[src/rtl/product_fifo_pkg.sv]
// Shared constants for the multiplier product buffer.
// Product width follows the Booth multiplier's double-width result.
package product_fifo_pkg;

    localparam int MUL_OP_W   = 32;
    localparam int PRODUCT_W  = 2 * MUL_OP_W;
    localparam int FIFO_DEPTH = 4;

    // Occupancy counter must hold 0..depth inclusive.
    function automatic int cnt_w(input int depth);
        return $clog2(depth) + 1;
    endfunction

endpackage

[src/rtl/product_fifo.sv]
// Drop-on-full product buffer between the Booth multiplier and its consumer.
// Never back-pressures the multiplier; lost products raise a sticky flag.
module product_fifo
    import product_fifo_pkg::*;
#(
    parameter int WIDTH = PRODUCT_W,
    parameter int DEPTH = FIFO_DEPTH
) (
    input  logic                     clk,
    input  logic                     reset,
    input  logic                     in_valid,
    input  logic [WIDTH-1:0]         in_data,
    output logic                     out_valid,
    input  logic                     out_ready,
    output logic [WIDTH-1:0]         out_data,
    output logic [$clog2(DEPTH):0]   count,
    output logic                     full,
    output logic                     empty,
    output logic                     overflow,
    input  logic                     clr_overflow
);

    localparam int AW = $clog2(DEPTH);
    localparam int CW = cnt_w(DEPTH);
    localparam logic [CW-1:0] DEPTH_C = CW'(DEPTH);

    logic [WIDTH-1:0] mem_q [DEPTH];
    logic [WIDTH-1:0] mem_d [DEPTH];
    logic [AW-1:0]    wr_ptr_q, wr_ptr_d;
    logic [AW-1:0]    rd_ptr_q, rd_ptr_d;
    logic [CW-1:0]    count_q, count_d;
    logic             overflow_q, overflow_d;

    logic pop;
    logic wr_en;
    logic drop;

    assign empty     = (count_q == '0);
    assign full      = (count_q == DEPTH_C);
    assign out_valid = !empty;
    assign out_data  = mem_q[rd_ptr_q];
    assign count     = count_q;
    assign overflow  = overflow_q;

    // A pop frees a slot in the same cycle, so a full buffer still accepts.
    assign pop   = out_valid && out_ready;
    assign wr_en = in_valid && (!full || pop);
    assign drop  = in_valid && full && !pop;

    always_comb begin
        mem_d      = mem_q;
        wr_ptr_d   = wr_ptr_q;
        rd_ptr_d   = rd_ptr_q;
        count_d    = count_q;
        overflow_d = overflow_q;

        if (wr_en) begin
            mem_d[wr_ptr_q] = in_data;
            wr_ptr_d        = wr_ptr_q + AW'(1);
        end

        if (pop) begin
            rd_ptr_d = rd_ptr_q + AW'(1);
        end

        unique case ({wr_en, pop})
            2'b10:   count_d = count_q + CW'(1);
            2'b01:   count_d = count_q - CW'(1);
            default: count_d = count_q;
        endcase

        if (drop) begin
            overflow_d = 1'b1;
        end else if (clr_overflow) begin
            overflow_d = 1'b0;
        end
    end

    always_ff @(posedge clk or negedge reset) begin
        if (!reset) begin
            for (int i = 0; i < DEPTH; i++) begin
                mem_q[i] <= '0;
            end
            wr_ptr_q   <= '0;
            rd_ptr_q   <= '0;
            count_q    <= '0;
            overflow_q <= 1'b0;
        end else begin
            mem_q      <= mem_d;
            wr_ptr_q   <= wr_ptr_d;
            rd_ptr_q   <= rd_ptr_d;
            count_q    <= count_d;
            overflow_q <= overflow_d;
        end
    end

endmodule
[config.mk]
export PLATFORM = sky130hd
export DESIGN_NAME = product_fifo
export DESIGN_NICKNAME = d
export VERILOG_FILES = /design/src/rtl/product_fifo_pkg.sv /design/src/rtl/product_fifo.sv
export SDC_FILE = /design/constraint.sdc
export NUM_CORES = 1
export LEC_CHECK = 0
export BUFFER_PORTS_ARGS = -buffer_cell sky130_fd_sc_hd__buf_2
export CAP_MARGIN = 15
export CORE_MARGIN = 2
export CORE_UTILIZATION = 54
export CTS_CLUSTER_SIZE = 12
export DETAILED_ROUTE_END_ITERATION = 6
export HOLD_SLACK_MARGIN = 0.15
export PLACE_DENSITY = 0.73
export RECOVER_POWER = 50
export SLEW_MARGIN = 30
export SYNTH_ARGS = -nofsm -noshare
export SYNTH_HDL_FRONTEND = slang
export SYNTH_SLANG_ARGS = --single-unit
export TNS_END_PERCENT = 5
[constraint.sdc]
create_clock -name clk -period 2.9 [get_ports clk]
set_clock_uncertainty 0.1 [all_clocks]
set_input_delay 0 -clock clk [delete_from_list [all_inputs] [get_ports clk]]
set_output_delay 0 -clock clk [all_outputs]
set_load 0.1 [all_outputs]
# --- After elaboration in Yosys (flattened, before gate mapping) ---
# Cells that the tools add are included.
word_totals:
  regBits: 264
  wordCells: 41
op_classes:
  add_sub_neg: 4
  n_mux: 9
  bitwise: 2
  n_reduce_logical: 12
  eq_ne: 3
  order_cmp: 3
op_table:
  columns: ["op", "count"]
  rows:
  - ["$bwmux W256", 1]
  - ["$mux W64", 3]
  - ["$bmux W64 S2", 1]
  - ["$demux W64 S2", 1]
  - ["$ge A3 B3 Y1 const B", 2]
  - ["$not A2 Y3", 2]
  - ["$pmux W3 S2", 1]
  - ["$logic_and A1 B1 Y1", 5]
  - ["$add A2 B1 Y2 const B", 2]
  - ["$reduce_bool A2 Y1", 2]
  - ["$add A3 B1 Y3 const B", 1]
  - ["$eq A3 B3 Y1 const B", 1]
  - ["$logic_not A1 Y1", 3]
  - ["$logic_not A3 Y1", 1]
  - ["$lt A3 B1 Y1 const B", 1]
  - ["$sub A3 B1 Y3 const B", 1]
  - ["$eq A2 B1 Y1 const B", 1]
  - ["$eq A2 B2 Y1 const B", 1]
  - ["$mux W1", 2]
  - ["$logic_or A1 B1 Y1", 1]

# --- Longest topological paths before layout ---
logic_depth:
  word_depth: 7
  mapped_depth: 8

# --- Worst setup path before layout ---
# OpenSTA, ideal clock, no wires.
synth_path:
  kind: "register to register"
  startpoint: "register count_q[2] (netlist: count[2])"
  endpoint: "register count_q[2] (netlist: count[2])"
  setup_time_ns: 0.164
  t_arrival_ns: 2.598
  period_less_slack_ns: 2.862
  n_path_buf: 0
  setup_slack_ns: 0.038
  path_stages_with_launch: 9
  t_required_ns: 2.636
  cell_sequence: "dfrtp_1 -> nor4b_4 -> nand2b_1 -> ha_1 -> inv_1 -> fa_1 -> xor2_1 -> nor2_1 -> xor2_1"
synth_via:
  elab_chain_len: 7
  word_cells_on_any_way: 13
  classes_between: "add/sub: 2; eq/ne: 3; mux: 1; reduce/logical: 7"
synth_lines:
  columns: ["element", "line", "text"]
  rows:
  - ["from (decl)", "product_fifo.sv:31", "logic [CW-1:0] count_q, count_d;"]
  - ["from (signal assigned)", "product_fifo.sv:92", "count_q <= count_d;"]
  - ["$logic_not A3 Y1", "product_fifo.sv:38", "assign empty = (count_q == '0);"]
  - ["$logic_not A1 Y1", "product_fifo.sv:40", "assign out_valid = !empty;"]
  - ["$logic_and A1 B1 Y1", "product_fifo.sv:46", "assign pop = out_valid && out_ready;"]
  - ["$logic_or A1 B1 Y1", "product_fifo.sv:47", "assign wr_en = in_valid && (!full || pop);"]
  - ["$logic_and A1 B1 Y1", "product_fifo.sv:47", null]
  - ["$eq A2 B1 Y1 / $eq A2 B2 Y1 (equally long branches)", "product_fifo.sv:66", "unique case ({wr_en, pop})"]
  - ["$pmux W3 S2 / $reduce_bool A2 Y1 (equally long branches)", null, null]
# Several ways; a longest one is shown, not always the timed one.
# A chain may end at the register's enable or synchronous reset.

# --- Final worst setup path ---
layout_path:
  startpoint: "register rd_ptr_q[0]"
  endpoint: "output port out_data[30]"
layout_via:
  elab_chain_len: 4
layout_lines:
  columns: ["element", "line", "text"]
  rows:
  - ["from (decl)", "product_fifo.sv:30", "logic [AW-1:0] rd_ptr_q, rd_ptr_d;"]
  - ["from (signal assigned)", "product_fifo.sv:91", "rd_ptr_q <= rd_ptr_d;"]
  - ["$not A2 Y3 (implied by the code)", "product_fifo.sv:41", "assign out_data = mem_q[rd_ptr_q];"]
  - ["$bmux W64 S2", "product_fifo.sv:41", null]
  - ["$mux W64 (implied by the code) (2 in series)", "product_fifo.sv:41", null]
  - ["to (decl)", "product_fifo.sv:15", "output logic [WIDTH-1:0] out_data,"]
# No other way between the ends. The select of a mux whose other input is x is not followed.

==> impl_metrics.csv <==
group,metric,value,unit
route,viasPerCell,5.61,
clock_network,clockBufferDepth,3,
synth,syn-instance-count,660,
sta,fmax,378,MHz
sta,hold_violations,0,
worst_setup_path,worst_setup_path_start_kind,"register",
cells_and_area,final_cell_mix,"dfrtp_1 (262), mux2_2 (257), buf_2 (134), dlygate4sd3_1 (70), mux4_2 (64)",
cells_and_area,final_common_cell,"dfrtp_1",
sta,timing.final.ws_setup,0.255,ns
synth,synthAdderAreaFrac,0.00715,
clock_network,cts_setup_buffers,0,
global_route,grt_overflow,0,
placement,hpwl,15500,um
synth,synth-compound-area-share,0.00119,
global_route,grt_usage,0.226,
worst_setup_path,cpPeakStageDelay,0.83,ns
route,antenna_left,0,
clock_network,clkLatencyLatePin,0.53,ns
cells_and_area,regArea,6610,um^2
route,first_pass_iters,6,
die,coreArea,21000,um^2
placement,place.gp.congestion,0.749,
global_route,antenna_found_initial,1,
worst_setup_path,cp_data_required_time,2.80,ns
cells_and_area,nFillCells,1459,
die,start_util,0.550,
sta,rsz0062_at_grt,"false",
synth,yosys.area_share.simple,0.00812,
synth,syn_nets,735,
sta,period_share,0.912,
worst_setup_path,crit_arrival,2.54,ns
synth,synthMuxAreaShare,0.376,
die,dieArea,22600,um^2
clock_network,cts_tree,"yes",
global_route,grt_max_degree,85,
worst_setup_path,worstReg2RegStart,"count[0]",
sta,setup_viol,0,
synth,seq_area_frac_synth,0.572,
die,die_w,150,um
sta,relSlewSlack,0.0314,
placement,place_ws,0.653,ns
cells_and_area,area_growth,21.7,%
global_route,grt_pass1_vias,7545,
global_route,grt_pass1_wl,39800,um
sta,final.setup.tns,0,ns
outcome,outcome,"complete, no violations",
worst_setup_path,endpoint,"out_data[30]",
worst_setup_path,crit_family,"flip-flops",
die,die_y,150,um
run,maxCapViolations,0,
clock_network,cts_made_buffers,28,
synth,ys_types,22,
cells_and_area,multi_input_area,4580,um^2
die,fp-row-count,53,
clock_network,clkTransAtPathRegs,0.06,ns
cells_and_area,nets,954,
clock_network,cts_sinks,264,
synth,synth_top_family_by_area,"multiplexers",
route,vias,6581,
worst_setup_path,cp_slowest_cell,"dfrtp_4",
synth,syn_area,11600,um^2
worst_setup_path,startpoint,"rd_ptr_q[0]",
route,drt-wirelength-per-cell,20.8,um
worst_setup_path,cp-end-kind,"output port",
placement,io_buffers,139,
route,wl,24400,um
synth,synth_xor_area_frac,0.00455,
die,num_io_pins,140,
worst_setup_path,critical_path.cell_chain,"buf_4 > mux4_2 > buf_2",
worst_setup_path,r2r_slack,0.52,ns
worst_setup_path,crit_fanout,28,
sta,slew_violations,0,
sta,period_needed,2.64,ns
route,drt_iter0_markers,251,
synth,yosysWarnings,0,
worst_setup_path,reg2reg_to,"count[2]",
route,drcViolationCount,0,
worst_setup_path,crit_buf_inv,2,
worst_setup_path,r2r_cells,8,
clock_network,cts_root_buffer,"clkbuf_16",
clock_network,h-tree-depth,1,
worst_setup_path,path_class,"reg2out",
sta,tightestPinTransition,1.45,ns
synth,syn_avg_cell_area,17.5,um^2
worst_setup_path,crit_cells,3,
synth,ys_ff_latch,264,
hold_path,hold_path_class,"in2reg",
cells_and_area,drive_above_1_share,0.576,
==> worst min-delay path by stage <==
stage                      from          to  slack [ns]  depth (start not counted)
finish              in_data[50]  mem_q[114]        0.18                          3
global route        in_data[50]  mem_q[242]        0.18                          3
CTS                 in_data[50]  mem_q[114]        0.15                          3
detailed placement        reset  mem_q[253]       -0.13                          1
global placement          reset   mem_q[61]       -0.15                          1
floorplan                 reset    count[0]       -0.40                          0
==> synth_stat cells <==
cell | count | area share
nor2_2 | 4 | 0.0022
mux4_2 | 64 | 0.12
and3_1 | 1 | 0.00054
xor2_1 | 3 | 0.0023
fa_1 | 1 | 0.0017
o21ai_0 | 1 | 0.00043
or3_1 | 1 | 0.00054
ha_1 | 5 | 0.0054
nor2_1 | 1 | 0.00032
xnor2_1 | 3 | 0.0023
buf_2 | 7 | 0.0030
mux2i_1 | 1 | 0.00087
mux2_2 | 257 | 0.25
buf_1 | 3 | 0.00097
dfrtp_1 | 264 | 0.57
nand2b_1 | 1 | 0.00054
o31a_1 | 1 | 0.00076
nand2_1 | 6 | 0.0019
inv_1 | 7 | 0.0023
buf_6 | 24 | 0.023
clkbuf_1 | 4 | 0.0013
nor4b_4 | 1 | 0.0021
==> kinds of logic (layout without fill, tap and decap cells) <==
group | count (synthesis) | after routing
other | 0 | 1
flip-flops | 264 | 264
AO/OA/AOI/OAI | 2 | 2
AND/OR/NAND/NOR | 15 | 15
adder cells (fa/ha/maj) | 6 | 6
multiplexers | 322 | 322
buffers and inverters | 45 | 283
XOR/XNOR | 6 | 6
==> worst reg2reg max path: stages, from the launching register on <==
cell	delay (ns)
dfrtp_1	0.44
nor4b_1	0.42
nand2b_1	0.24
ha_1	0.23
inv_1	0.07
fa_1	0.38
xor2_1	0.16
nor2_1	0.12
xor2_1	0.15
==> layer usage <==
layer | part of all wire | vias to the layer above | global-route usage
met3 | 0.034 | 42 | 0.0367
met1 | 0.40 | 3531 | 0.280
met2 | 0.55 | 126 | 0.408
met5 | 0 | - | 0
met4 | 0.022 | 0 | 0.0651
li1 | - | 2882 | -
==> through the flow <==
step,hold slack (ns),instances,cell area (um^2),util
global placement,-0.145,1053,12500,0.595
detailed placement,-0.131,1053,12500,0.595
global route,0.180,1174,14100,0.669
CTS,0.152,1173,14200,0.674
floorplan,-0.396,660,11600,-
finish,0.176,1174,14100,0.669
==> area by class of cell <==
type	count	share of cell area
tap	275	0.0245
inverter	7	0.00187
clock buffer	46	0.0626
antenna	1	0.000178
sequential	264	0.470
multi-input combinational	351	0.326
clock inverter	3	0.00285
timing repair buffer	227	0.112
==> sequential cells by signal (all words and copies together) (netlist names) <==
| name | flops |
|---|---|
| count | 3 |
| mem_q | 256 |
| overflow | 1 |
| rd_ptr_q | 2 |
| wr_ptr_q | 2 |
==> timing repair <==
item,in CTS,in global routing
setup endpoints to repair,0,0
hold buffers,71,0
gates resized for setup,0,0
endpoints found under the hold margin,528,0
Power is not shown: default switching activity piles up to over one toggle a cycle in this logic, so the estimate is an artifact.
